**src/rtl/down_cntr_timer_pkg.sv**
```systemverilog
`default_nettype none
// +--------------------------------------------------------------------------+
// | Module      : down_cntr_timer_pkg                                        |
// | Description : Shared definitions for the down-counter/timer: FSM state   |
// |               encodings and a ceil-log2 helper for sizing the prescaler. |
// | Revision    : 1.0 - initial release                                      |
// +--------------------------------------------------------------------------+
package down_cntr_timer_pkg;

    // FSM state encodings
    localparam logic [1:0] ST_IDLE = 2'd0;
    localparam logic [1:0] ST_RUN  = 2'd1;
    localparam logic [1:0] ST_DONE = 2'd2;

    // Ceil(log2(value)); returns 0 for value <= 1.
    function automatic int clog2(input int value);
        int r;
        int v;
        r = 0;
        v = value - 1;
        while (v > 0) begin
            r = r + 1;
            v = v >> 1;
        end
        return r;
    endfunction

endpackage : down_cntr_timer_pkg
`default_nettype wire

```
**src/rtl/down_cntr_timer_presc.sv**
```systemverilog
`default_nettype none
// +--------------------------------------------------------------------------+
// | Module      : cntr_presc                                                 |
// | Description : Tick prescaler. Emits one tick every PRESC enabled cycles  |
// |               while run is high. With PRESC=1 it degenerates to run&en.  |
// | Ports       : clk, reset  - clock / synchronous active-high reset        |
// |               clr         - clear the phase counter                      |
// |               run         - counting allowed this cycle                  |
// |               en          - tick enable (low freezes the phase)          |
// |               tick        - combinational tick strobe                    |
// | Revision    : 1.0 - initial release                                      |
// +--------------------------------------------------------------------------+
module cntr_presc
    import down_cntr_timer_pkg::*;
#(
    parameter int PRESC = 1
) (
    input  logic clk,
    input  logic reset,
    input  logic clr,
    input  logic run,
    input  logic en,
    output logic tick
);

    generate
        if (PRESC == 1) begin : g_presc_bypass
            // No phase state needed; clock/reset/clr are intentionally unused.
            logic w_unused;
            assign w_unused = &{1'b0, clk, reset, clr};
            assign tick     = run & en;
        end else begin : g_presc_cnt
            localparam int         c_w    = clog2(PRESC);
            localparam logic [c_w-1:0] c_last = c_w'(PRESC - 1);

            logic [c_w-1:0] r_phase;

            always_ff @(posedge clk) begin
                if (reset || clr) begin
                    r_phase <= '0;
                end else if (run && en) begin
                    if (r_phase == c_last) begin
                        r_phase <= '0;
                    end else begin
                        r_phase <= r_phase + c_w'(1);
                    end
                end
            end

            assign tick = run & en & (r_phase == c_last);
        end
    endgenerate

endmodule : cntr_presc
`default_nettype wire

```
**src/rtl/down_cntr_timer.sv**
```systemverilog
`default_nettype none
// +--------------------------------------------------------------------------+
// | Module      : down_cntr_timer                                            |
// | Description : Programmable N-bit down-counter/timer with pause/resume,   |
// |               one-shot or auto-reload modes and a tick prescaler.        |
// |               Emits a one-cycle registered tc pulse on expiry.           |
// | Ports       : clk, reset   - clock / synchronous active-high reset       |
// |               en           - tick enable                                 |
// |               load/load_val- load count and reload register              |
// |               start/stop   - begin-resume / pause counting               |
// |               auto_reload  - 1: reload at expiry, 0: one-shot            |
// |               cnt_out      - current count (registered)                  |
// |               tc           - terminal-count pulse (registered)           |
// |               busy / done  - in RUN / in DONE (registered)               |
// | Revision    : 1.0 - initial release                                      |
// +--------------------------------------------------------------------------+
module down_cntr_timer
    import down_cntr_timer_pkg::*;
#(
    parameter int N     = 8,
    parameter int PRESC = 1
) (
    input  logic         clk,
    input  logic         reset,
    input  logic         en,
    input  logic         load,
    input  logic [N-1:0] load_val,
    input  logic         start,
    input  logic         stop,
    input  logic         auto_reload,
    output logic [N-1:0] cnt_out,
    output logic         tc,
    output logic         busy,
    output logic         done
);

    logic [1:0]   r_state;
    logic [N-1:0] r_cnt;
    logic [N-1:0] r_reload;
    logic         r_tc;
    logic         r_busy;
    logic         r_done;

    logic [1:0]   w_state_nxt;
    logic [N-1:0] w_cnt_nxt;
    logic [N-1:0] w_reload_nxt;
    logic         w_tc_nxt;
    logic         w_presc_clr;
    logic         w_presc_run;
    logic         w_tick;

    // load and stop both outrank the tick, so the prescaler must not advance
    // in a cycle where either takes effect (stop only matters in RUN).
    assign w_presc_run = (r_state == ST_RUN) & ~load & ~stop;

    cntr_presc #(
        .PRESC (PRESC)
    ) u_presc (
        .clk   (clk),
        .reset (reset),
        .clr   (w_presc_clr),
        .run   (w_presc_run),
        .en    (en),
        .tick  (w_tick)
    );

    // Next-state logic in priority order: load > stop > start > tick.
    always_comb begin
        w_state_nxt  = r_state;
        w_cnt_nxt    = r_cnt;
        w_reload_nxt = r_reload;
        w_tc_nxt     = 1'b0;
        w_presc_clr  = 1'b0;

        if (load) begin
            w_cnt_nxt    = load_val;
            w_reload_nxt = load_val;
            w_state_nxt  = ST_IDLE;
            w_presc_clr  = 1'b1;
        end else if (stop && (r_state == ST_RUN)) begin
            w_state_nxt = ST_IDLE;
        end else if (start && !stop && (r_state == ST_IDLE)) begin
            w_state_nxt = ST_RUN;
        end else if (start && !stop && (r_state == ST_DONE)) begin
            w_cnt_nxt   = r_reload;
            w_state_nxt = ST_RUN;
            w_presc_clr = 1'b1;
        end else if (w_tick) begin
            if (r_cnt != '0) begin
                w_cnt_nxt = r_cnt - N'(1);
            end else begin
                // Zero is the expiry point, so the decrement never wraps.
                w_tc_nxt = 1'b1;
                if (auto_reload) begin
                    w_cnt_nxt = r_reload;
                end else begin
                    w_state_nxt = ST_DONE;
                end
            end
        end
    end

    always_ff @(posedge clk) begin
        if (reset) begin
            r_state  <= ST_IDLE;
            r_cnt    <= '0;
            r_reload <= '0;
            r_tc     <= 1'b0;
            r_busy   <= 1'b0;
            r_done   <= 1'b0;
        end else begin
            r_state  <= w_state_nxt;
            r_cnt    <= w_cnt_nxt;
            r_reload <= w_reload_nxt;
            r_tc     <= w_tc_nxt;
            r_busy   <= (w_state_nxt == ST_RUN);
            r_done   <= (w_state_nxt == ST_DONE);
        end
    end

    assign cnt_out = r_cnt;
    assign tc      = r_tc;
    assign busy    = r_busy;
    assign done    = r_done;

endmodule : down_cntr_timer
`default_nettype wire

```
**config.mk**
```make
export PLATFORM = sky130hd
export DESIGN_NAME = down_cntr_timer
export DESIGN_NICKNAME = d
export VERILOG_FILES = /design/src/rtl/down_cntr_timer_pkg.sv /design/src/rtl/down_cntr_timer_presc.sv /design/src/rtl/down_cntr_timer.sv
export SDC_FILE = /design/constraint.sdc
export NUM_CORES = 1
export LEC_CHECK = 0
export CORE_MARGIN = 4
export CORE_UTILIZATION = 49
export CTS_BUF_LIST = sky130_fd_sc_hd__clkbuf_16
export CTS_CLUSTER_DIAMETER = 100
export CTS_CLUSTER_SIZE = 8
export DETAILED_ROUTE_END_ITERATION = 7
export HOLD_SLACK_MARGIN = 0.15
export PLACE_DENSITY_LB_ADDON = 0.12
export SLEW_MARGIN = 15
export SYNTH_ARGS = -nofsm -noshare
export SYNTH_HDL_FRONTEND = slang
export SYNTH_SLANG_ARGS = --single-unit
```
**constraint.sdc**
```tcl
create_clock -name clk -period 2.4 [get_ports clk]
set_input_delay 0.48 -clock clk [delete_from_list [all_inputs] [get_ports clk]]
set_output_delay 0.48 -clock clk [all_outputs]
set_load 0.005 [all_outputs]
```
==> metrics <==
I/O Pins 26; Final setup viols 0; ys async rst share 0%; Setup WS pre-CTS 184 ps; minimum clock period 2080 ps; IO Port Bufs 25; hold buffers post-CTS 0; Max Cap Violations 0; WP data arrival 2210 ps; starting density of the core 51.5%; Peak VDD IR 0.495 mV; Placement Rows 17; flop-to-flop setup slack 320 ps; DR WL/cell 14.6 um; Area Overhead vs Synth 33.8%; status complete, no violations; router iterations before antenna repair 5; Mapped Cells 131; Critical Path Fanout Max 7; synth unique cells 43; fill cell count 199; CTS buffer count 3; routed vias 1079; H-tree depth 1; skew final 2.26 ps; DR vias/cell 5.71; CTS max path bufs 2; period utilization 86.5%; post-route cell area 1530 um2; sequential element share of the synthesized area 36.9%; Placed Area 1450 um2; Sequential Area 420 um2; layout cell share with drive strength beyond 1 15.5%; Tightest Hold Check Type flip-flop to flip-flop; fin util 68.9%; full die area 3160 um2; pin count of the biggest net entering global routing 21; Final Wtd Congestion 0.913; commonest non-fill, non-tap cell in the layout clkdlybuf4s50_1; leakage 0.574 nW; fin. max-slew vios 0; Placed Cells 185; Crit. End Element flip-flop; Final WS setup 323 ps; final hold slack 490 ps; Yosys reg bits 21; vias in the first global route 991; Worst Hold End r_reload[1]$_SDFFE_PP0P_; PostCTS Resize Cnt 0; die height 56.2 um; Mapped Nets 147; reg2reg end cnt_out[4]$_SDFFE_PP0P_; most frequent cells in the layout clkdlybuf4s50_1, nor2_1, dfxtp_1, a21oi_1, mux2i_1; Total GRT Usage 18.6%; Residual DRC 0; Core ar. 2210 um2; root buffer cell clkbuf_16; total power 960 uW; Post-CTS Setup Bufs 0; antenna violations before repair 0; clock latency at the later pin of the worst-skew pair 250 ps; Ant. Diodes 0; fmax 0.482 GHz; RSZ-0062 raised after global routing false; total grt overflow 0; Area contributors post-synth dfxtp_1, nor2_1, mux2i_1; Yosys Warn Count 0; first-pass GRT wire length 4710 um; max_slew headroom 68.3%; hpwl dp 2110 um; Routed WL 2760 um; PwrDens 629 nW/um2; # clock sinks 21; setup TNS 0 ps; Finished Layout Cells 189; TritonCTS clock tree done; clock slew at reported path FFs 60 ps; Cell Area, Synth 1140 um2; Nets 178; number of synthesized flops with an enable pin 0; hold_sp r_reload[1]$_SDFFE_PP0P_; DR iter-0 viols 31; ys flop type dfxtp_1; share of the synthesized area in the top cell type 36.9%; Final Hold Fails 0; reg-to-reg critical path startpoint cnt_out[0]$_SDFFE_PP0P_; hold path depth 2; Synth Area per Inst 8.70 um2; transition time at the pin with the least slew margin 471 ps; WP data required 2530 ps; area leader, netlist dfxtp_1; Multi-input gate area 676 um2; Final ANT Viol Nets 0; Worst Setup SP cnt_out[0]$_SDFFE_PP0P_; depth of the most critical reg-to-reg path 8; CP startpoint kind flip-flop; die width 56.2 um; Critical Setup Path Class flip-flop to flip-flop
[worst max-delay path by stage]
stage / end / slack (ps) / depth (start not counted)
6_report: cnt_out[4]$_SDFFE_PP0P_ / 320 / 8
5_1_grt: cnt_out[4]$_SDFFE_PP0P_ / 160 / 8
4_1_cts: cnt_out[4]$_SDFFE_PP0P_ / 320 / 8
3_5_place_dp: cnt_out[3]$_SDFFE_PP0P_ / 180 / 6
3_3_place_gp: cnt_out[3]$_SDFFE_PP0P_ / 200 / 6
2_1_floorplan: busy$_SDFF_PP0_ / 550 / 7
[flip-flops by register name (all words and copies together), names as in the netlist]
| name | flops |
|---|---|
| busy | 1 |
| cnt_out | 8 |
| done | 1 |
| r_reload | 8 |
| r_state | 2 |
| tc | 1 |
[per-layer routing]
metal	vias to the layer above	global-route usage, %	share of wire, %
li1	545	-	-
met1	489	24.6	48
met2	39	29.4	46
met3	6	3.94	4.1
met4	0	6.78	2.1
met5	-	0	0
[cell type report]
class | instances | share of cell area [%]
clock buffers | 3 | 4.92
multi-input cells | 100 | 44.3
inverters | 5 | 1.23
well taps | 28 | 2.30
repair buffers | 31 | 19.4
clock inverters | 1 | 0.328
flip-flops and latches | 21 | 27.6
[critical path, stage by stage (launching register included)]
cell,delay [ps]
dfxtp_1,410
inv_1,90
ha_1,290
nor4b_2,190
buf_4,170
a21oi_2,290
nor2_2,110
a221oi_1,300
a211oi_1,110
[power breakdown]
group / internal [mW] / switching (mW) / total [mW]
registers: 0.369 / 0.0259 / 0.395
clock network: 0.224 / 0.126 / 0.349
logic: 0.114 / 0.102 / 0.216
[kinds of logic after synthesis]
family | count (synthesis) | share of synthesized area, %
multiplexers | 8 | 7.14
XOR/XNOR | 1 | 0.769
buffers and inverters | 10 | 3.84
flip-flops | 21 | 36.9
AO/OA/AOI/OAI | 33 | 21.5
adder cells (fa/ha/maj) | 1 | 1.10
AND/OR/NAND/NOR | 57 | 28.8
[cell usage after synthesis (2+ instances only)]
library cell,number
a311oi_1,2
o31ai_1,2
a211oi_1,3
nand2_1,6
dfxtp_1,21
inv_1,5
nor2_1,22
nand2b_1,5
nor3_1,5
a221oi_1,4
nor2b_1,2
a21oi_2,2
nand3_1,3
buf_2,2
a21oi_1,9
or3_1,2
clkbuf_1,2
o21ai_0,3
mux2i_1,7
No activity file was read; power rests on OpenSTA's default activity.
==> RTL change 1 (same flow settings) <==
Make the reset (`reset`) asynchronous in one clocked block. Comments in the files are not updated.
--- a/src/rtl/down_cntr_timer.sv
+++ b/src/rtl/down_cntr_timer.sv
@@ -102,3 +102,3 @@
 
-    always_ff @(posedge clk) begin
+    always_ff @(posedge clk or posedge reset) begin
         if (reset) begin
Function: differs if reset is asserted again (counterexample within 4 cycles, from zero or initial values and one cycle with reset high); with reset held inactive, the same outputs for 10 cycles.
==> RTL change 1 against the original RTL <==
  * Sequential power grew 15%
  * Power up 15%
  * Synthesized area increased by 4.6%
  * Design area increased by 1.2%
  * Sequential cell count is the same
  * Utilization fell by 0.47 points
  * Worst setup slack got worse by 0.18 ns
  * Count of clock-buffer cells in the layout unchanged
  * Wire length is essentially flat
  * Critical path depth decreased by 1
  * Largest cell class unchanged
==> RTL change 1: results (changes against the original RTL) <==
| Metric | Value |
|---|---|
| First-pass GRT wire length | `4740 um (+0.59%)` |
| Ys flop type | `dfrtp_1` |
| Router iterations before antenna repair | `4 (-1)` |
| Met3 layer usage reported by global route | `4.525% (+0.58 points)` |
| Root cell of the clock tree | `clkbuf_16` |
| Initial antenna violation count | `0 (unchanged)` |
| Worst path max stage delay | `0.54 ns (+0.13 ns)` |
| Met1 global-route usage | `23.72% (-0.89 points)` |
| Yosys warnings | `0 (unchanged)` |
| # Post-CTS Setup Buffers | `0 (unchanged)` |
| CP max-delay cell | `or4b_4` |
| FF-to-FF Start | `cnt_out[0]` |
| Worst Hold End | `r_reload[6]` |
| Type of the worst setup path | `register to register` |
| H-Tree Depth | `1 (unchanged)` |
| Layout cells sized above 1 | `9.554% (-6.0 points)` |
| Top cells by area, synth | `dfrtp_1, o21ai_0, nand2_1, buf_6, inv_1` |
| Synth unique cells | `43 (unchanged)` |
| Worst Skew | `0.001499 ns (-0.0007657 ns)` |
| Worst-path clk slew | `0.06 ns (about the same)` |
| Placer Congestion | `0.7997 (-12%)` |
| Delay-heaviest family, CP | `simple AND/OR/NAND/NOR gates` |
| DR WL/cell | `14.92 um (+2.2%)` |
| R2r setup slk | `0.14 ns (-0.18 ns)` |
| # diodes | `0 (unchanged)` |
| Port Buffers | `25 (unchanged)` |
| Clk buf depth | `2 (unchanged)` |
| Iteration-0 DRC Markers | `23 (-26%)` |
| Largest net degree at the start of global routing | `29 (+38%)` |
| Most frequent cells after synthesis | `dfrtp_1, nand2_1, o21ai_0` |
| Worst hold path depth | `1 (-1)` |
| Pwr dens | `714.0 nW/um2 (+13%)` |
| Crit Path Max Fanout | `5 (-2)` |
| # nets final | `174 (-2.2%)` |
| Worst hold path class | `register to register` |
| Vias in the first global route | `1052 (+6.2%)` |
| Seq/Total Area, Yosys | `44.07% (+7.2 points)` |
| Worst vdd ir | `530.1 uV (+7.1%)` |
| Clk Latency, worst-skew pair | `0.25 ns (about the same)` |
| Async set-reset flop share out of synthesis | `100.0% (+100 points)` |
| Status | `finished clean` |
| Leak | `0.0006576 uW (+15%)` |
| Worst hold start | `r_reload[6]` |
| Vias | `1048 (-2.9%)` |
| Worst slew pin tran | `0.6048 ns (+0.1334 ns)` |
| WP data arrival | `2.37 ns (+0.16 ns)` |
| Syn nets | `145 (-1.4%)` |
| Final HPWL DP | `1952 um (-7.4%)` |
| Reg-to-Reg End | `cnt_out[0]` |
| All-Layer GR Usage | `18.41% (-0.15 points)` |
| CTS buffer count | `3 (unchanged)` |
| Pre-CTS setup slack | `0.1068 ns (-0.07712 ns)` |
| Grt met2 use | `31.00% (+1.6 points)` |
-- RTL change 1: cell types whose count changed after synthesis, sizes merged, moves of 5 or more --
| cell | before | now |
|---|---|---|
| nor2 | 23 | 7 |
| dfxtp | 21 | 0 |
| a21oi | 11 | 4 |
| nand2b | 5 | 0 |
| nand2 | 7 | 17 |
| mux2i | 7 | 1 |
| dfrtp | 0 | 21 |
| inv | 5 | 12 |
| o21ai | 4 | 18 |
-- RTL change 1: final cells by class --
cell class / instances / area (um2)
multi-input combinational: 91 / 579.3
clock buffer: 3 / 75.07
fill: 195 / 710.7
clock inverter: 1 / 3.754
sequential: 21 / 525.5
tap: 28 / 35.03
timing repair buffer: 29 / 280.3
inverter: 12 / 45.04
-- RTL change 1: per-layer routing --
layer / up-vias / part of all wire [%]
li1: 521 / -
met1: 495 / 43
met2: 30 / 50
met3: 2 / 6.6
met4: 0 / 0.43
met5: - / 0
-- RTL change 1: worst max-delay path by stage --
stage	endpoint	slack (ns)
after global placement	cnt_out[3]	0.16
after floorplan	cnt_out[3]	0.45
final	cnt_out[0]	0.14
after global routing	cnt_out[0]	0.01
after CTS	cnt_out[3]	0.11
after detailed placement	cnt_out[3]	0.11
-- RTL change 1: logic make-up (layout without fill, tap and decap cells) --
| family | count (synthesis) | in the layout | share of synthesized area (%) |
|---|---|---|---|
| AOI/OAI and AO/OA | 38 | 38 | 21.09 |
| muxes | 2 | 2 | 1.784 |
| adders and majority gates | 1 | 1 | 1.049 |
| and+or+nand+nor | 48 | 48 | 22.67 |
| DFF | 21 | 21 | 44.07 |
| xor gates and xnor gates | 2 | 2 | 1.469 |
| buffers and inverters | 17 | 45 | 7.869 |
-- RTL change 1: repair_timing --
action	CTS	global route
hold buffers	0	0
gates resized for setup	0	1
endpoints found under the setup margin	0	3
-- RTL change 1: report_power, final --
part	leakage [uW]	switching [uW]	total, uW	internal [uW]
clock	0.0000423	121	342	222
sequential	0.000266	55.5	453	397
combinational	0.000349	146	307	161
total	0.000658	322	1100	780
-- RTL change 1: through the flow --
stage / cell area, um2 / util [%] / hold slack, ns / std cells
after CTS: 1538 / 68.20 / 0.5151 / 185
after detailed placement: 1459 / 64.71 / 0.5012 / 181
after global routing: 1544 / 68.48 / 0.5256 / 185
final: 1544 / 68.48 / 0.5137 / 185
after global placement: 1459 / 64.71 / 0.4951 / 181
after floorplan: 1192 / - / 0.4565 / 129
==> RTL change 2 (config.mk and constraints unchanged) <==
Made on the original files. The parameter `N` goes from 8 to 7.
--- a/src/rtl/down_cntr_timer.sv
+++ b/src/rtl/down_cntr_timer.sv
@@ -19,3 +19,3 @@
 #(
-    parameter int N     = 8,
+    parameter int N     = 7,
     parameter int PRESC = 1
Ports: changed (resized cnt_out and load_val); port bits go from 26 to 24. No check against the original RTL was run, so the function may have changed too.
==> RTL change 2 against the original RTL <==
  * Register-to-register slack gained 0.11 ns
  * Clock power shrank 4%
  * Wire length shrank 21%
  * Worst setup slack gained 0.075 ns
  * Maximum frequency grew 3.7%
  * Worst hold slack lost 0.011 ns
  * Die area shrank 12%
  * Critical endpoint is now cnt_out[6]
  * Power shrank 7.8%
  * Count of clock-buffer cells in the layout is the same
  * Synthesized cell count shrank 12%
  * Via count shrank 18%
  * Design area shrank 14%
  * Synthesized area shrank 14%
  * Sequential cell count shrank 2
==> RTL change 2: results (changes against the original RTL) <==
| Metric | Value |
|---|---|
| Yosys warnings | `0 (unchanged)` |
| WL met3 | `96 um (-16%)` |
| Placer Congestion | `0.8113 (-11%)` |
| Delay-heaviest family, CP | `buffers and inverters` |
| Post-Syn Instances | `115 (-12%)` |
| Vias | `882 (-18%)` |
| Crit Path Max Fanout | `10 (+3)` |
| Pwr dens | `673.1 nW/um2 (+6.9%)` |
| DR WL/cell | `13.25 um (-9.2%)` |
| Met1 global-route usage | `22.68% (-1.9 points)` |
| Top sig layer | `met4` |
| Worst vdd ir | `452.5 uV (-8.6%)` |
| Root cell of the clock tree | `clkbuf_16` |
| Seq group | `354 uW (-10%)` |
| Met2 routed WL | `970 um (-23%)` |
| Footprint of the multi-input gates | `553.0 um2 (-18%)` |
| Filler Cell Count | `145 (-27%)` |
| Inst Count DP | `161 (-13%)` |
| Syn nets | `131 (-11%)` |
| Iteration-0 DRC Markers | `20 (-35%)` |
| Worst Skew | `0.0009482 ns (-0.001316 ns)` |
| Metal-1 WL | `1104 um (-16%)` |
| Seq/Total Area, Yosys | `38.97% (+2.1 points)` |
| Vias per inst | `5.345 (-6.4%)` |
| Final-report setup violation count | `0 (unchanged)` |
| Net Sw Power | `224.2 uW (-12%)` |
| CP max-delay cell | `clkdlybuf4s50_1` |
| Final Hold Viols | `0 (unchanged)` |
| Port Buffers | `23 (-8.0%)` |
| Synth unique cells | `29 (-33%)` |
| Most frequent cells after synthesis | `nor2_1, dfxtp_1, a21oi_1` |
| Leak | `0.0004971 uW (-13%)` |
| Max-slew headroom | `60.99% (-7.3 points)` |
| Top cells by area, synth | `dfxtp_1, nor2_1, a21oi_1, nand2b_1, a211o_1` |
| WP data arrival | `2.16 ns (-0.05 ns)` |
| Worst path max stage delay | `0.52 ns (+0.11 ns)` |
| Largest net degree at the start of global routing | `24 (+14%)` |
| All-Layer GR Usage | `17.95% (-0.61 points)` |
| Met3 layer usage reported by global route | `2.849% (-1.1 points)` |
| Logic gate share of total power | `22.0% (-0.5 points)` |
| Placed Area | `1236 um2 (-14%)` |
| Router iterations before antenna repair | `4 (-1)` |
| Post-CTS sizing | `0 (unchanged)` |
| CTS buffer count | `3 (unchanged)` |
| First-pass GRT wire length | `3712 um (-21%)` |
| Final HPWL DP | `1556 um (-26%)` |
| Status | `finished clean` |
| Grt met2 use | `30.17% (+0.78 points)` |
| Pre-CTS setup slack | `0.1757 ns (-0.008199 ns)` |
| Vias in the first global route | `878 (-11%)` |
| Layout cells sized above 1 | `12.14% (-3.4 points)` |
-- RTL change 2: kinds of logic (layout without fill, tap and decap cells) --
family          count (synthesis)  in the layout  share of synthesized area, %
buf+inv                         9             34                         4.358
compound gates                 28             28                         21.28
simple gates                   52             52                         28.33
flops                          19             19                         38.97
fa+ha+maj                       2              2                         2.564
xor+xnor                        5              5                         4.488
-- RTL change 2: final cells by class --
| type | count | area share [%] |
|---|---|---|
| timing repair buffer | 27 | 19.79 |
| clock inverter | 1 | 0.2854 |
| tap | 25 | 2.379 |
| inverter | 3 | 0.8563 |
| sequential | 19 | 28.92 |
| multi-input combinational | 87 | 42.06 |
| clock buffer | 3 | 5.709 |
-- RTL change 2: path summary, 6_finish.rpt --
path | endpoint | slack [ns] | from | cells past startpoint
min | r_reload[0] | 0.48 | r_reload[0] | 2
max reg2reg | cnt_out[6] | 0.43 | cnt_out[0] | 7
min reg2reg | r_reload[0] | 0.48 | r_reload[0] | 2
max | cnt_out[6] | 0.40 | stop | 7
